<file path="src/rtl/button_event_pkg.sv">
// Shared types and defaults for the button event arbiter.
// Event records carry up to 16 channels (4-bit index) plus edge polarity.
package button_event_pkg;

    localparam int WAITTIME_DEF     = 3;
    localparam int COUNTERWIDTH_DEF = 3;
    localparam int MAX_CHAN_W       = 4;

    typedef struct packed {
        logic [MAX_CHAN_W-1:0] chan;
        logic                  rising;
    } evt_t;

    function automatic int chan_w(input int n);
        return (n > 1) ? $clog2(n) : 1;
    endfunction

endpackage

</file>
<file path="src/rtl/chan_debouncer.sv">
// One-channel synchronizer + debouncer. A level must sit stable at sync1 for
// WAITTIME+1 cycles before it is accepted; rise/fall pulse in the update cycle.
module chan_debouncer
    import button_event_pkg::*;
#(
    parameter int WAITTIME     = WAITTIME_DEF,
    parameter int COUNTERWIDTH = COUNTERWIDTH_DEF
) (
    input  logic clk,
    input  logic rst_n,
    input  logic noisy,
    output logic level,
    output logic rise,
    output logic fall
);

    logic                    sync0, sync1;
    logic [COUNTERWIDTH-1:0] cnt;
    logic                    flip;

    // Pulses are combinational so the arbiter slot loads on the same edge as level.
    assign flip = (sync1 != level) && (cnt == COUNTERWIDTH'(WAITTIME));
    assign rise = flip & sync1;
    assign fall = flip & ~sync1;

    always_ff @(posedge clk or negedge rst_n) begin
        if (!rst_n) begin
            sync0 <= 1'b0;
            sync1 <= 1'b0;
            cnt   <= '0;
            level <= 1'b0;
        end else begin
            sync0 <= noisy;
            sync1 <= sync0;
            if (sync1 == level) begin
                cnt <= '0;
            end else if (flip) begin
                level <= sync1;
                cnt   <= '0;
            end else begin
                cnt <= cnt + 1'b1;
            end
        end
    end

endmodule

</file>
<file path="src/rtl/button_event_arbiter.sv">
// Debounces NUM_INPUTS buttons and serializes their edges through a
// round-robin valid/ready event port. Define BUTTON_EVENT_OVERFLOW_EN for overflow flags.
module button_event_arbiter
    import button_event_pkg::*;
#(
    parameter int NUM_INPUTS   = 4,
    parameter int WAITTIME     = WAITTIME_DEF,
    parameter int COUNTERWIDTH = COUNTERWIDTH_DEF,
    localparam int CHAN_W      = chan_w(NUM_INPUTS)
) (
    input  logic                  clk,
    input  logic                  rst_n,
    input  logic [NUM_INPUTS-1:0] noisy,
    output logic [NUM_INPUTS-1:0] conditioned,
    output logic                  evt_valid,
    input  logic                  evt_ready,
    output logic [CHAN_W-1:0]     evt_chan,
    output logic                  evt_rising
`ifdef BUTTON_EVENT_OVERFLOW_EN
    ,
    output logic [NUM_INPUTS-1:0] overflow,
    input  logic                  overflow_clr
`endif
);

    logic [NUM_INPUTS-1:0] rise, fall, edge_in;
    logic [NUM_INPUTS-1:0] slot_full, slot_rise, clr_win;
    logic [CHAN_W-1:0]     last, win;
    logic                  found, load, pop;

    for (genvar g = 0; g < NUM_INPUTS; g++) begin : g_deb
        chan_debouncer #(
            .WAITTIME    (WAITTIME),
            .COUNTERWIDTH(COUNTERWIDTH)
        ) u_deb (
            .clk  (clk),
            .rst_n(rst_n),
            .noisy(noisy[g]),
            .level(conditioned[g]),
            .rise (rise[g]),
            .fall (fall[g])
        );
    end

    assign edge_in = rise | fall;
    assign load    = ~evt_valid | evt_ready;
    assign pop     = load & found;

    // Round-robin search starting just after the last granted channel.
    always_comb begin
        logic [CHAN_W-1:0] idx;
        found = 1'b0;
        win   = '0;
        idx   = '0;
        for (int k = 0; k < NUM_INPUTS; k++) begin
            idx = CHAN_W'((int'(last) + 1 + k) % NUM_INPUTS);
            if (!found && slot_full[idx]) begin
                found = 1'b1;
                win   = idx;
            end
        end
    end

    always_comb begin
        clr_win = '0;
        if (pop) clr_win[win] = 1'b1;
    end

    // A new edge always wins over a pop of the same slot; newest polarity kept.
    always_ff @(posedge clk or negedge rst_n) begin
        if (!rst_n) begin
            slot_full <= '0;
            slot_rise <= '0;
        end else begin
            slot_full <= (slot_full & ~clr_win) | edge_in;
            slot_rise <= (slot_rise & ~edge_in) | rise;
        end
    end

    always_ff @(posedge clk or negedge rst_n) begin
        if (!rst_n) begin
            evt_valid  <= 1'b0;
            evt_chan   <= '0;
            evt_rising <= 1'b0;
            last       <= CHAN_W'(NUM_INPUTS - 1);
        end else if (load) begin
            evt_valid <= found;
            if (found) begin
                evt_chan   <= win;
                evt_rising <= slot_rise[win];
                last       <= win;
            end
        end
    end

`ifdef BUTTON_EVENT_OVERFLOW_EN
    logic [NUM_INPUTS-1:0] ovf_set;
    assign ovf_set = edge_in & slot_full & ~clr_win;

    // Set takes priority over a simultaneous clear.
    always_ff @(posedge clk or negedge rst_n) begin
        if (!rst_n) overflow <= '0;
        else        overflow <= (overflow & ~{NUM_INPUTS{overflow_clr}}) | ovf_set;
    end
`endif

endmodule

</file>
<file path="config.mk">
export PLATFORM = sky130hd
export DESIGN_NAME = button_event_arbiter
export DESIGN_NICKNAME = d
export VERILOG_FILES = /design/src/rtl/button_event_pkg.sv /design/src/rtl/chan_debouncer.sv /design/src/rtl/button_event_arbiter.sv
export SDC_FILE = /design/constraint.sdc
export NUM_CORES = 1
export LEC_CHECK = 0
export CAP_MARGIN = 5
export CORE_MARGIN = 1
export CORE_UTILIZATION = 40
export DETAILED_ROUTE_END_ITERATION = 10
export PLACE_DENSITY = 0.61
export SKIP_CTS_REPAIR_TIMING = 1
export SLEW_MARGIN = 0
export SYNTH_ARGS = -nofsm -noshare
export SYNTH_HDL_FRONTEND = slang
export SYNTH_SLANG_ARGS = --single-unit
</file>
<file path="constraint.sdc">
create_clock -name clk -period 5 [get_ports clk]
set_input_delay 0.5 -clock clk [delete_from_list [all_inputs] [get_ports clk]]
set_output_delay 0.5 -clock clk [all_outputs]
set_load 0.005 [all_outputs]
</file>
==> implementation parameters, run 1 <==
Parameter                              Value

Finish
  Share of cells above drive strength 1    0.165
  Area growth from synthesis to final layout    17.5%
  Number of nets in the layout    143
  Antenna fix cells    0
  Register cell area after layout    853 sq um
  Filler Cell Count    283
  Area used by multi-input combinational logic    529 sq um

Placement
  Post-DP HPWL    1480 um
  Port Buf Inserts    14
  Final Wtd Congestion    0.746

Yosys
  Synthesized instance count    114
  Total of flip-flops plus latches after synthesis    34
  Proportion of synthesized chip area in sequential cells    0.598
  Most common flop cell mapped by yosys    sky130_fd_sc_hd__dfrtp_1
  Total of warnings raised by yosys    0
  Number of enable flip-flop cells after synthesis    0
  Total nets after synthesis    125
  Top post-synthesis cells by area    sky130_fd_sc_hd__dfrtp_1, sky130_fd_sc_hd__nor2b_1, sky130_fd_sc_hd__dfstp_2
  Mean instance size in the synthesized netlist    12.5 sq um
  Netlist area before placement    0.00143 sq mm
  Most common library cells after synthesis    sky130_fd_sc_hd__dfrtp_1, sky130_fd_sc_hd__nor2b_1, sky130_fd_sc_hd__nand2_1
  Dominant cell by count in the synthesized netlist    sky130_fd_sc_hd__dfrtp_1
  Unique masters post-synth    29
  Share of Yosys cell area claimed by the top area cell type    0.561
  Share of flip-flops with an asynchronous set or reset after synthesis    1.00
  Library cell occupying the most area in the post-synthesis netlist    sky130_fd_sc_hd__dfrtp_1

Floorplan
  Chip Width    61.7 um
  Starting density of the core    0.421
  I/O pin count    15
  Std-Cell Core Area    0.00339 sq mm
  Std cell rows    21
  Die Area    0.00381 sq mm
  Floorplan die height    61.7 um

Global route
  Via count of the first global-routing pass    789
  Maximum number of pins on one net before global-route repair    35
  Gr usage total    0.136
  Global-route wire length before repair    3510 um
  Residual overflow from global routing    0
  Number of antenna violations at the first check in global routing    0

STA
  Maximum clock rate    0.565 GHz
  Number of hold-slack violations in the final timing report    0
  Setup repair after global routing missed its margin    false
  Slew Limit Fails    0
  Period utilisation layout    0.354
  Tightest slew margin relative to the limit    0.718
  Final setup violation count    0
  Measured slew at the worst slew-check pin    0.423 ns
  Fin Setup TNS    0 ns
  Final critical-path required period    1.77 ns
  Clock skew after layout    0.0177 ns

Clock network
  Number of levels in the clock H-tree    2
  Maximum count of clock buffers along a single path    2
  Clock sink count    34
  Buffer type at the clock tree root    sky130_fd_sc_hd__clkbuf_4
  Register clock-pin slew on the reported worst setup and hold paths    0.11 ns
  Number of buffers created by CTS    5
  Clock tree from TritonCTS    done
  Clock latency of the later-clocked register in the worst-skew pair    0.33 ns

Critical path
  Bufs and invs on worst path    1
  Top cell family by delay on the critical path    buffers and inverters
  Arrival time worst endpoint    1.27 ns
  Crit-path max FO    4
  Critical path capture point type    output pin
  Data required time of the worst path    4.50 ns
  CP Capture Point    conditioned[1]
  Terminus of the critical flop-to-flop path    evt_rising
  Cell with the largest stage delay on the worst path    sky130_fd_sc_hd__clkdlybuf4s50_1
  R2r setup slk    3.25 ns
  Path length in cells of the critical path    1
  Launch instance of the worst register-to-register path    last[1]
  Kind of start point of the critical path    register
  Biggest cell delay along the critical path    0.52 ns
  Critical path cell sequence    clkdlybuf4s50_1
  Worst Setup Path Type    reg -> out
  Worst reg-to-reg path cell count    5

Flow run
  Max-capacitance violation count    0

Detailed routing
  1st-iter DRT viols    33
  Detailed-router iteration count before antenna repair    4
  Vias after detailed routing    854
  DRC Markers    0
  Wire length reported by the detailed router    2130 um
  Number of nets with antenna violations after routing    0
  Post-detailed-route wirelength per cell    11.9 um
  Post-DR vias/cell    4.77

Power and ir drop
  P per Cell Area    602 mW/mm^2
  Static leakage    0.753 nW
  Highest ir drop seen on vdd    0.000172 V
  Final Power    0.00101 W

Hold path
  Worst hold start    g_deb[1].u_deb.sync0
  Type of the worst min-delay path    reg -> reg

Outcome
  Outcome    completed
[metal layers]
metal	share of wire	vias up	routed length [um]	GRT usage
li1	-	422	-	-
met1	0.48	411	1020	0.164
met2	0.46	16	969	0.204
met3	0.039	5	84	0.0393
met4	0.026	0	55	0.105
met5	0	-	0	0
[kinds of logic after synthesis]
kind of cell / Yosys count / synth area share
AOI/OAI and AO/OA: 15 / 0.0824
xor gates and xnor gates: 4 / 0.0245
adders and majority gates: 4 / 0.0351
buffers and inverters: 8 / 0.0315
DFF: 34 / 0.598
muxes: 7 / 0.0561
and+or+nand+nor: 42 / 0.173
[layout make-up]
cell class,count,area share
Sequential cell,34,0.509
Multi-Input combinational cell,72,0.315
Timing Repair Buffer,15,0.0880
Tap cell,46,0.0343
Clock buffer,7,0.0268
Clock inverter,1,0.0179
Inverter,4,0.00895
[power breakdown]
group	total, W	switching, W	internal [W]	leakage, nW
combinational	0.000375	0.000165	0.000209	0.296
sequential	0.000442	0.0000771	0.000365	0.418
clock	0.000193	0.0000869	0.000106	0.0395
total	0.00101	0.000329	0.000680	0.753
[per-stage QoR]
step | worst slack [ns] | hold WS, ns | instance area (sq um) | std cells | utilization
2_1_floorplan | 3.38 | 0.204 | 1430 | 114 | -
3_3_place_gp | 2.94 | 0.331 | 1600 | 171 | 0.473
3_5_place_dp | 2.93 | 0.336 | 1600 | 171 | 0.473
4_1_cts | 3.20 | 0.351 | 1680 | 179 | 0.495
5_1_grt | 3.13 | 0.366 | 1680 | 179 | 0.495
6_report | 3.23 | 0.349 | 1680 | 179 | 0.495
[layout by cell type (no fill, tap or decap), types with 2 or more instances in the layout]
master                            netlist  layout
sky130_fd_sc_hd__dfrtp_1               32      32
sky130_fd_sc_hd__clkdlybuf4s50_1        0      14
sky130_fd_sc_hd__nor2b_1                9       9
sky130_fd_sc_hd__nand2_1                8       8
sky130_fd_sc_hd__nor3b_1                5       5
sky130_fd_sc_hd__nand2b_1               5       5
sky130_fd_sc_hd__o21ai_0                5       5
sky130_fd_sc_hd__nor2_1                 5       5
sky130_fd_sc_hd__clkbuf_4               0       5
sky130_fd_sc_hd__xnor2_1                4       4
sky130_fd_sc_hd__nor3_1                 4       4
sky130_fd_sc_hd__inv_1                  4       4
sky130_fd_sc_hd__mux2_2                 4       4
sky130_fd_sc_hd__ha_1                   4       4
sky130_fd_sc_hd__mux2i_1                2       2
sky130_fd_sc_hd__a21o_1                 2       2
sky130_fd_sc_hd__a21oi_1                2       2
sky130_fd_sc_hd__nor4_1                 2       2
sky130_fd_sc_hd__clkbuf_1               0       2
sky130_fd_sc_hd__dfstp_2                2       2
[worst min path at each step]
stage	end	cells after the start
6_report	g_deb[1].u_deb.sync1	0
4_1_cts	g_deb[1].u_deb.sync1	0
3_3_place_gp	g_deb[0].u_deb.sync1	0
5_1_grt	g_deb[0].u_deb.sync1	0
3_5_place_dp	g_deb[0].u_deb.sync1	0
2_1_floorplan	async pin	0
No activity file was read; power rests on OpenSTA's default activity.
==> run 2: changes to the inputs <==
- PLACE_DENSITY: 0.61 -> 0.63
- clock period: 5 -> 1.5 ns (I/O delays scaled with it)
==> implementation parameters, run 2 (same netlist as run 1, synthesis figures left out) <==
Parameter                              Value

Outcome
  Outcome    complete, but fails checks
  Failing checks    negative setup slack

STA
  Final setup violation count    5
  Setup repair after global routing missed its margin    true
  Slew Limit Fails    0
  Final Worst Setup Slack    -0.119 ns
  Tightest slew margin relative to the limit    0.782
  Final critical-path required period    1.62 ns
  Measured slew at the worst slew-check pin    0.325 ns
  Number of hold-slack violations in the final timing report    0
  Maximum clock rate    0.618 GHz
  Period utilisation layout    1.08
  Clock skew after layout    0.00617 ns

Critical path
  Critical path capture point type    register
  Kind of start point of the critical path    register
  Arrival time worst endpoint    1.87 ns
  Data required time of the worst path    1.75 ns
  Worst Setup Path Type    reg -> reg
  Crit-path max FO    6

Power and ir drop
  Net switching power figure    0.00122 W
  Internal power    0.00241 W
  Power share of the combinational group    0.477
  Sequential share of power    0.401
  Static leakage    0.827 nW
  Power share of the clock group    0.122
  Switching portion of total power    0.335
  P per Cell Area    2000 mW/mm^2
  Highest ir drop seen on vdd    0.000761 V

Floorplan
  Chip Width    61.7 um
  I/O pin count    15
  Std-Cell Core Area    0.00339 sq mm
  Std cell rows    21
  Floorplan die height    61.7 um
  Starting density of the core    0.421
  Die Area    0.00381 sq mm

Flow run
  Max-capacitance violation count    0

Clock network
  Buffer type at the clock tree root    sky130_fd_sc_hd__clkbuf_4
  Maximum count of clock buffers along a single path    2
  Number of levels in the clock H-tree    2
  Number of buffers created by CTS    5
  Clock sink count    34
  Clock latency of the later-clocked register in the worst-skew pair    0.32 ns
  Clock tree from TritonCTS    done
  Register clock-pin slew on the reported worst setup and hold paths    0.09 ns

Detailed routing
  Wire length reported by the detailed router    2260 um
  Number of nets with antenna violations after routing    0
  Post-detailed-route wirelength per cell    11.8 um
  DRC Markers    0
  1st-iter DRT viols    28
  Vias after detailed routing    921
  Detailed-router iteration count before antenna repair    4
  Post-DR vias/cell    4.80

Finish
  Most frequent cells in the layout    sky130_fd_sc_hd__dfrtp_1, sky130_fd_sc_hd__clkdlybuf4s50_1, sky130_fd_sc_hd__buf_4, sky130_fd_sc_hd__nor2b_1, sky130_fd_sc_hd__nand2_1
  Non-filler cells in the finished layout    192
  Most common library cell in the layout ignoring fill and taps    sky130_fd_sc_hd__dfrtp_1
  Number of nets in the layout    157
  Share of cells above drive strength 1    0.281
  Filler Cell Count    289
  Area growth from synthesis to final layout    27.0%
  Antenna fix cells    0

Placement
  Placed cells    185
  Post-DP HPWL    1680 um
  Port Buf Inserts    14
  Final Wtd Congestion    0.750
  Setup WS pre-CTS    -0.172 ns

Global route
  Gr usage total    0.142
  Maximum number of pins on one net before global-route repair    35
  Residual overflow from global routing    0
  Number of antenna violations at the first check in global routing    0
  Via count of the first global-routing pass    884
  Global-route wire length before repair    3740 um

Hold path
  Type of the worst min-delay path    in -> async
## run 2: cell count changes in the layout (fill, tap and decap cells not counted), sizes merged
cell / delta
buf: +14
bufinv: -1
## run 2: final cells by class
cell class                      instances  area, sq um  area share
Sequential cell                        34          855       0.471
Multi-Input combinational cell         72          576       0.317
Timing Repair Buffer                   29          265       0.146
Tap cell                               46         57.6      0.0317
Clock buffer                            7         45.0      0.0248
Inverter                                4         15.0     0.00828
## run 2: through the flow
| stage | util | TNS (ns) | hold WS (ns) | power, W | area [sq um] |
|---|---|---|---|---|---|
| global placement | 0.518 | -0.515 | 0.332 | 0.00313 | 1760 |
| CTS | 0.531 | -0.693 | 0.174 | 0.00365 | 1800 |
| floorplan | - | -0.169 | -0.146 | 0.00250 | 1460 |
| global route | 0.535 | -0.767 | 0.178 | 0.00391 | 1810 |
| finish | 0.535 | -0.387 | 0.172 | 0.00363 | 1810 |
| detailed placement | 0.518 | -0.676 | 0.340 | 0.00319 | 1760 |
## run 2: worst max-delay path: stages (launching register included)
cell and delay, ns:
sky130_fd_sc_hd__dfstp_2 0.60, sky130_fd_sc_hd__nand2b_4 0.15, sky130_fd_sc_hd__a21oi_4 0.05, sky130_fd_sc_hd__o221ai_4 0.28, sky130_fd_sc_hd__mux2_4 0.34, sky130_fd_sc_hd__a211oi_2 0.13
## run 2: per-layer routing
metal | up-vias | wire length [um] | global-route usage
met4 | 0 | 50 | 0.0762
met3 | 5 | 115 | 0.0621
li1 | 452 | - | -
met5 | - | 0 | 0
met2 | 14 | 1040 | 0.223
met1 | 450 | 1060 | 0.163
## run 2: power by group through the flow
stage               sequential [W]  combinational (W)  clock (W)
floorplan                  0.00145            0.00105          0
global placement           0.00146            0.00166          0
detailed placement         0.00148            0.00171          0
CTS                        0.00146            0.00173   0.000469
global route               0.00150            0.00192   0.000502
finish                     0.00146            0.00173   0.000444
## run 2: final timing paths
path | from | endpoint | slack, ns | cells past startpoint
setup / recovery | last[1] | evt_rising | -0.12 | 5
hold reg to reg | g_deb[2].u_deb.sync0 | g_deb[2].u_deb.sync1 | 0.35 | 0
max in group asynchronous | rst_n | last[0] | 1.09 | 2
hold / removal | rst_n | evt_valid | 0.17 | 2
min in group clk | noisy[3] | g_deb[3].u_deb.sync0 | 0.26 | 1
setup reg to reg | last[1] | evt_rising | -0.12 | 5
==> run 3: changes to the inputs <==
--- a/config.mk
+++ b/config.mk
@@ -11,2 +11,3 @@
 export DETAILED_ROUTE_END_ITERATION = 10
+export GPL_TIMING_DRIVEN = 0
 export PLACE_DENSITY = 0.63
--- a/constraint.sdc
+++ b/constraint.sdc
@@ -3,2 +3,2 @@
 set_output_delay 0.15 -clock clk [all_outputs]
-set_load 0.005 [all_outputs]
+set_load 0.01 [all_outputs]
==> implementation parameters, run 3 (same netlist as run 1, synthesis figures left out) <==
Parameter                              Value

Global route
  Global-route wire length before repair    3710 um
  Number of antenna violations at the first check in global routing    0
  Via count of the first global-routing pass    832
  Residual overflow from global routing    0
  Maximum number of pins on one net before global-route repair    35
  Gr usage total    0.141

Placement
  Final Wtd Congestion    0.712
  Post-DP HPWL    1580 um
  Port Buf Inserts    14
  Cell Area, Placed    0.00166 sq mm

Clock network
  Clock tree from TritonCTS    done
  Number of levels in the clock H-tree    2
  Buffer type at the clock tree root    sky130_fd_sc_hd__clkbuf_4
  Register clock-pin slew on the reported worst setup and hold paths    0.10 ns
  Clock latency of the later-clocked register in the worst-skew pair    0.34 ns
  Maximum count of clock buffers along a single path    2
  Number of buffers created by CTS    5
  Clock sink count    34

STA
  Final setup violation count    6
  Fin Setup TNS    -0.458 ns
  Period utilisation layout    1.10
  Slew Limit Fails    0
  Tightest slew margin relative to the limit    0.511
  Clock skew after layout    0.00706 ns
  Maximum clock rate    0.603 GHz
  Setup repair after global routing missed its margin    true
  Measured slew at the worst slew-check pin    0.733 ns
  Number of hold-slack violations in the final timing report    0
  Final critical-path required period    1.66 ns
  Final Worst Setup Slack    -0.157 ns

Power and ir drop
  Static leakage    0.858 nW
  Power share of the clock group    0.146
  Power share of the combinational group    0.450
  Internal power    0.00239 W
  Sequential share of power    0.404
  Net switching power figure    0.00127 W
  Highest ir drop seen on vdd    0.000779 V
  Switching portion of total power    0.347
  Final Power    0.00366 W
  P per Cell Area    2030 mW/mm^2

Outcome
  Outcome    complete, but fails checks
  Failing checks    negative setup slack

Finish
  Final core utilization    0.530
  Number of nets in the layout    154
  Area growth from synthesis to final layout    25.9%
  Most common library cell in the layout ignoring fill and taps    sky130_fd_sc_hd__dfrtp_1
  Antenna fix cells    0
  Most frequent cells in the layout    sky130_fd_sc_hd__dfrtp_1, sky130_fd_sc_hd__buf_4, sky130_fd_sc_hd__nor2b_1, sky130_fd_sc_hd__nand2_1, sky130_fd_sc_hd__clkdlybuf4s50_1
  Filler Cell Count    291
  Non-Filler Cell Area, Final    0.00180 sq mm
  Share of cells above drive strength 1    0.278

Hold path
  Type of the worst min-delay path    in -> reg

Critical path
  Worst Setup Path Type    reg -> reg
  Crit-path max FO    4
  Critical path capture point type    register
  Kind of start point of the critical path    register
  Arrival time worst endpoint    1.89 ns
  Data required time of the worst path    1.73 ns

Floorplan
  Die Area    0.00381 sq mm
  Floorplan die height    61.7 um
  Chip Width    61.7 um
  I/O pin count    15
  Starting density of the core    0.421
  Std-Cell Core Area    0.00339 sq mm
  Std cell rows    21

Detailed routing
  Post-DR vias/cell    4.78
  Wire length reported by the detailed router    2260 um
  Post-detailed-route wirelength per cell    11.9 um
  Number of nets with antenna violations after routing    0
  DRC Markers    0
  Detailed-router iteration count before antenna repair    4
  Vias after detailed routing    908
  1st-iter DRT viols    21

Flow run
  Max-capacitance violation count    0
[run 3: area by class of cell]
class / count / area [sq um] / share of cell area
flip-flops and latches: 34 / 856 / 0.476
multi-input cells: 72 / 566 / 0.315
inverters: 4 / 15.0 / 0.00835
repair buffers: 22 / 210 / 0.117
well taps: 46 / 57.6 / 0.0320
plain buffers: 4 / 30.0 / 0.0167
clock inverters: 2 / 12.5 / 0.00696
clock buffers: 6 / 51.3 / 0.0285
[run 3: power by group through the flow]
stage,registers [W],logic [W],clock network [W]
2_1_floorplan,0.00147,0.00107,0
3_3_place_gp,0.00149,0.00146,0
3_5_place_dp,0.00151,0.00150,0
4_1_cts,0.00149,0.00151,0.000558
5_1_grt,0.00151,0.00183,0.000595
6_report,0.00148,0.00165,0.000532
[run 3: worst paths after layout]
path	start	endpoint	slack, ns	cells past startpoint
max	last[0]	slot_full[3]	-0.16	5
min	noisy[0]	g_deb[0].u_deb.sync0	0.24	1
max reg2reg	last[0]	slot_full[3]	-0.16	5
min reg2reg	g_deb[2].u_deb.sync0	g_deb[2].u_deb.sync1	0.36	0
max in group asynchronous	rst_n	slot_full[0]	0.59	2
min in group asynchronous	rst_n	g_deb[2].u_deb.cnt[1]	0.41	2
[run 3: routing by layer]
layer,track usage,share of wire,vias to the layer above
met5,0,0,-
met4,0.0762,0.021,0
met3,0.0621,0.045,7
met2,0.209,0.46,16
met1,0.173,0.48,441
li1,-,-,444
[run 3: stage by stage]
stage          worst slack, ns  cells  hold slack, ns
2_1_floorplan          -0.0912    114          -0.146
3_3_place_gp            -0.376    174           0.332
3_5_place_dp            -0.217    174           0.261
4_1_cts                 -0.189    182          -0.123
5_1_grt                 -0.223    190           0.226
6_report                -0.157    190           0.238
[run 3: critical path, cell delays in order, from the launching register on]
cell and delay (ns):
sky130_fd_sc_hd__dfstp_2 0.58, sky130_fd_sc_hd__inv_1 0.06, sky130_fd_sc_hd__a31o_2 0.27, sky130_fd_sc_hd__or3_4 0.35, sky130_fd_sc_hd__nand2b_4 0.14, sky130_fd_sc_hd__a21o_1 0.16
==> RTL change (flow settings as in run 2) <==
Build with the macro `BUTTON_EVENT_OVERFLOW_EN` defined.
--- a/src/rtl/button_event_arbiter.sv
+++ b/src/rtl/button_event_arbiter.sv
@@ -2,2 +2,4 @@
 // round-robin valid/ready event port. Define BUTTON_EVENT_OVERFLOW_EN for overflow flags.
+`define BUTTON_EVENT_OVERFLOW_EN
+
 module button_event_arbiter
Interface: changed (added overflow and overflow_clr); port bits go from 15 to 20. The function was not compared with the original's and may differ.
==> RTL change against run 2 <==
Worst setup slack worse by 0.13 ns; largest cell class unchanged; routed wire length rose by 24%; critical endpoint unchanged; sequential cell count increased by 8; the flow still finishes with violations (setup timing); critical path depth grew 2; highest routed layer unchanged; cell area up 19%; largest power group is now registers; power grew 17%; synthesized area grew 19%.
==> RTL change: results (changes against run 2) <==
power_frac_seq_pct: 42.1  # was 40.1%
ys_seq_area_share_pct: 61.9  # was 59.8%
ir_drop_mv: 1.00  # was 0.761 mV
violations: "setup timing"  # unchanged
route.met2.wl_um: 1410  # was 1040 um
drtIter0Drc: 50  # was 28
clock-skew-final_ns: 0.00518  # was 0.00617 ns
viasPerCell: 5.02  # was 4.80
grt_use_met2_pct: 25.0  # was 22.3%
ys_top_cells_by_area: "dfrtp_1, mux2_2, nand2_1"  # was dfrtp_1, nor2b_1, dfstp_2
synth_nets: 147  # was 125
clk_latency_ns: 0.28  # was 0.32 ns
final-setup-viol-count: 13  # was 5
fin_tns_setup_ns: -1.78  # was -0.387 ns
routed_wl_um: 2810  # was 2260 um
place_area_mm2: 0.00200  # was 0.00176 mm2
synth_common_cells: "dfrtp_1, nand2_1, mux2_2"  # was dfrtp_1, nor2b_1, nand2_1
track_usage_pct: 14.6  # was 14.2%
finish.instance_area_mm2: 0.00215  # was 0.00181 mm2
drive_gt1_share_pct: 25.7  # was 28.1%
register_area_mm2: 0.00105  # was 855 um2
netlist-cell-type-count: 31  # was 29
multi_input_gates: 84  # was 72
global_route.usage.met3_pct: 3.55  # was 6.21%
yosys_register_bits: 42  # was 34
grtUsageMet1_pct: 16.5  # was 16.3%
grt_pass1_wl_um: 4770  # was 3740 um
io_buffers: 19  # was 14
avgSynthCellArea_um2: 12.6  # was 12.5 um2
dp_hpwl_um: 2110  # was 1680 um
status: "finished, violations left"  # unchanged
final.setup.worst_slack_ns: -0.245  # was -0.119 ns
root_buffer: "clkbuf_8"  # was clkbuf_4
wl_met3_um: 121  # was 115 um
worst_hold_path_type: "input port to register"  # was input port to asynchronous set/reset pin
-- RTL change: cell count changes after synthesis, moves of 4 or more --
| cell | delta |
|---|---|
| dfrtp_1 | +8 |
| mux2_2 | +5 |
| nand2_1 | +9 |
| nand2b_1 | -4 |
| nor2b_1 | -4 |
| o22ai_1 | +4 |
-- RTL change: worst max path at each step --
stage                 start  cells after the start           to  slack (ns)
CTS                 last[1]                      5  overflow[0]       -0.26
finish              last[1]                      7   evt_rising       -0.24
detailed placement  last[1]                      5  overflow[0]       -0.24
floorplan           last[1]                      5   evt_rising       -0.10
global placement    last[0]                      5  overflow[0]       -0.14
global route        last[1]                      6   evt_rising       -0.33
-- RTL change: kinds of logic after synthesis --
logic type                 Yosys count  share of synthesized area, %
and+or+nand+nor                     43                          13.3
DFF                                 42                          61.9
AOI/OAI and AO/OA                   19                          8.30
muxes                               11                          7.13
buffers and inverters                9                          2.87
xor gates and xnor gates             7                          3.60
adders and majority gates            4                          2.94
